### src/rtl/sram_arbiter.sv
// sram_arbiter
// Two-requester arbiter in front of a single-port-per-direction SRAM, with a
// built-in clear sweep that zeroes the whole memory.
//
// Ports
//   clk, rst            : clock (rising edge), synchronous active-high reset
//   req/we/addr/wdata   : per-requester request, op (1 = write), address, data;
//                         requester i owns bit i / slice [i*AW +: AW] / [i*WIDTH +: WIDTH]
//   gnt                 : combinational one-hot-or-zero grant, same cycle as the request
//   rvalid/rdata        : read return strobe (bit i = requester i) and shared data
//   clr_start           : start a clear sweep (ignored while one is running)
//   clr_busy/clr_done   : sweep running / one-cycle completion pulse
//   mem_*               : registered SRAM write/read port, mem_rd_data returns
//                         RD_LAT cycles after the cycle mem_rden is high
module sram_arbiter #(
    parameter int WIDTH  = 32,
    parameter int DEPTH  = 1024,
    parameter int RD_LAT = 1,
    localparam int AW    = $clog2(DEPTH)
) (
    input  logic               clk,
    input  logic               rst,
    input  logic [1:0]         req,
    input  logic [1:0]         we,
    input  logic [2*AW-1:0]    addr,
    input  logic [2*WIDTH-1:0] wdata,
    output logic [1:0]         gnt,
    output logic [1:0]         rvalid,
    output logic [WIDTH-1:0]   rdata,
    input  logic               clr_start,
    output logic               clr_busy,
    output logic               clr_done,
    output logic               mem_wren,
    output logic               mem_rden,
    output logic [AW-1:0]      mem_wr_addr,
    output logic [AW-1:0]      mem_rd_addr,
    output logic [WIDTH-1:0]   mem_wr_data,
    input  logic [WIDTH-1:0]   mem_rd_data
);

    typedef enum logic {ARB, CLEAR} state_t;

    state_t            state_reg, state_next;
    logic              last_reg;          // index of the requester granted last
    logic [AW-1:0]     clr_cnt_reg;
    logic              clr_done_reg;
    logic              mem_wren_reg, mem_rden_reg;
    logic [AW-1:0]     mem_wr_addr_reg, mem_rd_addr_reg;
    logic [WIDTH-1:0]  mem_wr_data_reg;

    // Read tag pipeline: stage 0 is loaded at the grant edge, stage RD_LAT
    // lines up with the cycle mem_rd_data is valid for that read.
    logic [RD_LAT:0]   tag_valid_reg;
    logic [RD_LAT:0]   tag_id_reg;

    logic              gnt_any;
    logic              gnt_idx;
    logic              clr_last;

    logic [AW-1:0]     addr_arr  [2];
    logic [WIDTH-1:0]  wdata_arr [2];

    generate
        for (genvar gi = 0; gi < 2; gi++) begin : g_unpack
            assign addr_arr[gi]  = addr[gi*AW +: AW];
            assign wdata_arr[gi] = wdata[gi*WIDTH +: WIDTH];
        end
    endgenerate

    assign clr_last = (clr_cnt_reg == AW'(DEPTH - 1));

    always_comb begin
        state_next = state_reg;
        gnt        = 2'b00;
        gnt_any    = 1'b0;
        gnt_idx    = 1'b0;
        case (state_reg)
            ARB: begin
                if (clr_start) begin
                    // Clear wins over any pending request; requests stay pending.
                    state_next = CLEAR;
                end else if (!rst && (req != 2'b00)) begin
                    gnt_any = 1'b1;
                    // On a tie the requester that was not granted last wins.
                    gnt_idx = (req == 2'b11) ? ~last_reg : req[1];
                    gnt     = gnt_idx ? 2'b10 : 2'b01;
                end
            end
            CLEAR: begin
                if (clr_last) state_next = ARB;
            end
            default: state_next = ARB;
        endcase
    end

    always_ff @(posedge clk) begin
        if (rst) begin
            state_reg       <= ARB;
            last_reg        <= 1'b1;
            clr_cnt_reg     <= '0;
            clr_done_reg    <= 1'b0;
            mem_wren_reg    <= 1'b0;
            mem_rden_reg    <= 1'b0;
            mem_wr_addr_reg <= '0;
            mem_rd_addr_reg <= '0;
            mem_wr_data_reg <= '0;
        end else begin
            state_reg    <= state_next;
            clr_done_reg <= (state_reg == CLEAR) && clr_last;
            if (state_reg == CLEAR) begin
                // Counter wraps back to 0 on the last address, ready for next sweep.
                clr_cnt_reg     <= clr_cnt_reg + 1'b1;
                mem_wren_reg    <= 1'b1;
                mem_rden_reg    <= 1'b0;
                mem_wr_addr_reg <= clr_cnt_reg;
                mem_wr_data_reg <= '0;
            end else begin
                clr_cnt_reg  <= '0;
                mem_wren_reg <= gnt_any && we[gnt_idx];
                mem_rden_reg <= gnt_any && !we[gnt_idx];
                if (gnt_any) begin
                    last_reg <= gnt_idx;
                    if (we[gnt_idx]) begin
                        mem_wr_addr_reg <= addr_arr[gnt_idx];
                        mem_wr_data_reg <= wdata_arr[gnt_idx];
                    end else begin
                        mem_rd_addr_reg <= addr_arr[gnt_idx];
                    end
                end
            end
        end
    end

    always_ff @(posedge clk) begin
        if (rst) begin
            tag_valid_reg[0] <= 1'b0;
            tag_id_reg[0]    <= 1'b0;
        end else begin
            tag_valid_reg[0] <= gnt_any && !we[gnt_idx];
            tag_id_reg[0]    <= gnt_idx;
        end
    end

    generate
        for (genvar gi = 1; gi <= RD_LAT; gi++) begin : g_tag
            always_ff @(posedge clk) begin
                if (rst) begin
                    tag_valid_reg[gi] <= 1'b0;
                    tag_id_reg[gi]    <= 1'b0;
                end else begin
                    tag_valid_reg[gi] <= tag_valid_reg[gi-1];
                    tag_id_reg[gi]    <= tag_id_reg[gi-1];
                end
            end
        end
    endgenerate

    assign rvalid      = tag_valid_reg[RD_LAT] ? (tag_id_reg[RD_LAT] ? 2'b10 : 2'b01) : 2'b00;
    assign rdata       = (rvalid != 2'b00) ? mem_rd_data : '0;
    assign clr_busy    = (state_reg == CLEAR);
    assign clr_done    = clr_done_reg;
    assign mem_wren    = mem_wren_reg;
    assign mem_rden    = mem_rden_reg;
    assign mem_wr_addr = mem_wr_addr_reg;
    assign mem_rd_addr = mem_rd_addr_reg;
    assign mem_wr_data = mem_wr_data_reg;

endmodule

### config.mk
export PLATFORM = sky130hd
export DESIGN_NAME = sram_arbiter
export DESIGN_NICKNAME = d
export VERILOG_FILES = /design/src/rtl/sram_arbiter.sv
export SDC_FILE = /design/constraint.sdc
export NUM_CORES = 1
export LEC_CHECK = 0
export BUFFER_PORTS_ARGS = -buffer_cell sky130_fd_sc_hd__buf_2
export CORE_MARGIN = 2
export CORE_UTILIZATION = 48
export DETAILED_ROUTE_END_ITERATION = 10
export GPL_TIMING_DRIVEN = 0
export PLACE_DENSITY = 0.82
export SLEW_MARGIN = 20
export SYNTH_ARGS = -nofsm -noshare
export SYNTH_HDL_FRONTEND = slang
export SYNTH_SLANG_ARGS = --single-unit
### constraint.sdc
create_clock -name clk -period 4.55 [get_ports clk]
set_input_delay 0.6825 -clock clk [delete_from_list [all_inputs] [get_ports clk]]
set_output_delay 0.6825 -clock clk [all_outputs]
set_load 0.02 [all_outputs]
==> results.json <==
{
  "grt_pass1_vias": 3655,
  "numCtsBuffers": 9,
  "yosysSeqAreaShare_pct": 36.75,
  "crit_type": "in2out",
  "ctsHoldBuffers": 0,
  "clockPowerShare_pct": 40.2,
  "setup_violations": 0,
  "worst_setup_path_end_kind": "output pin",
  "boundaryPins": 215,
  "rsz0062_at_grt": "false",
  "port_buffers": 214,
  "r2r-end": "mem_wr_data[6]",
  "holdPathStages": 1,
  "relSlewSlack_pct": 52.76,
  "maxSlewViolCount": 0,
  "root_buffer": "clkbuf_8",
  "status": "completed",
  "finalWorstPathRequiredPeriod_ns": 2.642,
  "antenna_found_initial": 0,
  "insertion_delay_ns": 0.35,
  "syn_to_final_growth_pct": 37.30,
  "htree_levels": 3,
  "cts_resized": 0,
  "p_int_mw": 1.132,
  "drtPass1Iterations": 4,
  "fmax_mhz": 378.5,
  "hp-class": "reg2reg",
  "pwr-share-comb_pct": 17.4,
  "start_util_pct": 49.79,
  "async_reset_ff_share_pct": 0,
  "worst-r2r-setup-slack_ns": 2.76,
  "synth_area_um2": 3867,
  "period_share_pct": 58.07,
  "fillers": 648,
  "routabilityCongestion": 0.8957,
  "drt_wl_total_um": 11930,
  "synth-edff-count": 0,
  "grt_start_max_net_pins": 13,
  "pwr-share-seq_pct": 42.4,
  "syn_inst": 381,
  "yosys-top-cells-area": "dfxtp_1 37%, a211oi_2 14%, mux2i_1 11%",
  "final_nets": 730,
  "post-route-util_pct": 68.36,
  "r2r-start": "clr_busy",
  "die_x_um": 93.76,
  "clk_path_buf_depth": 2,
  "arrival_ns": 1.96,
  "n_antenna_cell": 0,
  "synth_area_leader_cell": "dfxtp_1",
  "largest_reg_flops": 32,
  "ys.flop_type": "dfxtp_1",
  "vdd_drop_max_mv": 0.2513,
  "die-area_um2": 8791,
  "reg2reg_depth": 8,
  "p_sw_share_pct": 26.47,
  "cts_tree": "done",
  "synth_nets": 505,
  "grt_overflow_total": 0,
  "grt_pass1_wl_um": 17730,
  "drv_cap": 0,
  "p_leak_nw": 2.298,
  "powerDensity_nw_per_um2": 290.1,
  "worst_pin_slew_ns": 0.7085,
  "fin_skew_ns": 0.01164,
  "power.total_mw": 1.540,
  "core-area_um2": 7767,
  "hold_start": "tag_id_reg[0]",
  "start_kind": "input pin",
  "viasPerCell": 5.452,
  "postSynthAreaPerCell_um2": 10.15,
  "hold_violations": 0,
  "switchingPower_uw": 407.8,
  "holdPathEnd": "tag_id_reg[1]",
  "initialDrtViolationCount": 192,
  "yosysUniqueCellTypes": 45,
  "synth_top_cell_area_share_pct": 36.75,
  "ant_nets": 0,
  "cts.sinks": 71,
  "synth-seq-cells": 71,
  "grt_usage_pct": 25.66,
  "rows": 32,
  "required_ns": 3.87,
  "wl_per_cell_um": 16.75,
  "fin_tns_setup_ns": 0,
  "die_h_um": 93.76,
  "vias": 3882,
  "post_route_cells_drive_above_1_share_pct": 50.49,
  "path_clk_slew_ns": 0.07,
  "drc": 0,
  "cp_max_fo": 10,
  "synth_warnings": 0,
  "post_cts_buffers": 0,
  "place.detailed.hpwl_um": 9481,
  "holdWs_ns": 0.4431
}
cells in the mapped netlist (2+ instances only):
cell type  instances
a211oi_2          42
a21oi_1           52
and2_1            37
buf_12             5
buf_2              8
buf_4              2
buf_6              8
clkbuf_1          14
dfxtp_1           71
inv_1             10
mux2i_1           42
nand2_1            6
nand2b_1           3
nand3_1            2
nand4_1            3
nand4b_1           8
nor2_1            11
nor2b_1            4
nor3_1             4
o21ai_0            2
o221a_2            8
o22ai_1            2
o311a_1            2
o31a_1             8
xnor2_1            7
worst max-delay path by stage:
stage / start / endpoint / slack, ns
4_1_cts: rst / gnt[0] / 1.93
3_5_place_dp: rst / gnt[0] / 1.95
3_3_place_gp: rst / gnt[0] / 1.95
5_1_grt: rst / gnt[0] / 1.83
2_1_floorplan: rst / gnt[0] / 2.16
6_report: rst / gnt[0] / 1.91
layer usage:
layer  share of wire [%]  GRT usage (%)
met5                   0              0
met4                 2.6          8.816
met3                 6.8          4.896
met2                  52          47.02
met1                  38          29.61
critical path, cell delays in order:
cell and delay (ns):
buf_2 0.14, or2_1 0.23, buf_4 0.17, or2_0 0.21, buf_2 0.19, nor2_1 0.15, buf_2 0.19
final cells by class:
cell class	count	area (µm²)	area share, %
repair buffers	214	1071	20.17
inverters	11	41.29	0.7776
plain buffers	38	301.5	5.679
clock inverters	5	106.4	2.003
flip-flops and latches	71	1421	26.77
clock buffers	10	137.6	2.592
well taps	102	127.6	2.403
multi-input cells	261	2103	39.61
power groups by stage:
stage	Clock, mW	Sequential, mW	Combinational [mW]
after floorplan	0	0.687	0.135
after global placement	0	0.666	0.260
after detailed placement	0	0.666	0.267
after CTS	0.622	0.652	0.268
after global routing	0.650	0.654	0.287
final	0.620	0.652	0.268
through the flow:
step	worst slack [ns]	area, µm²	cells
after CTS	1.930	5310	712
after floorplan	2.159	3867	381
after detailed placement	1.948	5066	697
final	1.908	5310	712
after global routing	1.830	5310	712
after global placement	1.949	5066	697
kinds of logic after synthesis:
kind of cell | after synthesis | synth area share [%]
and+or+nand+nor | 87 | 13.62
DFF | 71 | 36.75
muxes | 43 | 11.26
AOI/OAI and AO/OA | 123 | 27.60
buffers and inverters | 49 | 8.864
xor gates and xnor gates | 7 | 1.585
adders and majority gates | 1 | 0.3235
cell usage in the layout, fill, tap and decap left out, drive strengths merged, types with 2 or more instances in the layout:
| cell | Yosys | routed |
|---|---|---|
| a211oi | 43 | 43 |
| a21oi | 52 | 52 |
| and2 | 38 | 38 |
| buf | 24 | 238 |
| bufinv | 0 | 3 |
| clkbuf | 14 | 24 |
| clkinv | 1 | 2 |
| dfxtp | 71 | 71 |
| inv | 10 | 10 |
| mux2i | 42 | 42 |
| nand2 | 6 | 6 |
| nand2b | 3 | 3 |
| nand3 | 2 | 2 |
| nand4 | 3 | 3 |
| nand4b | 8 | 8 |
| nor2 | 12 | 12 |
| nor2b | 4 | 4 |
| nor3 | 5 | 5 |
| o21ai | 2 | 2 |
| o221a | 8 | 8 |
| o22ai | 2 | 2 |
| o311a | 2 | 2 |
| o31a | 8 | 8 |
| or2 | 2 | 2 |
| xnor2 | 7 | 7 |
Power figures use the tool's default switching activity.
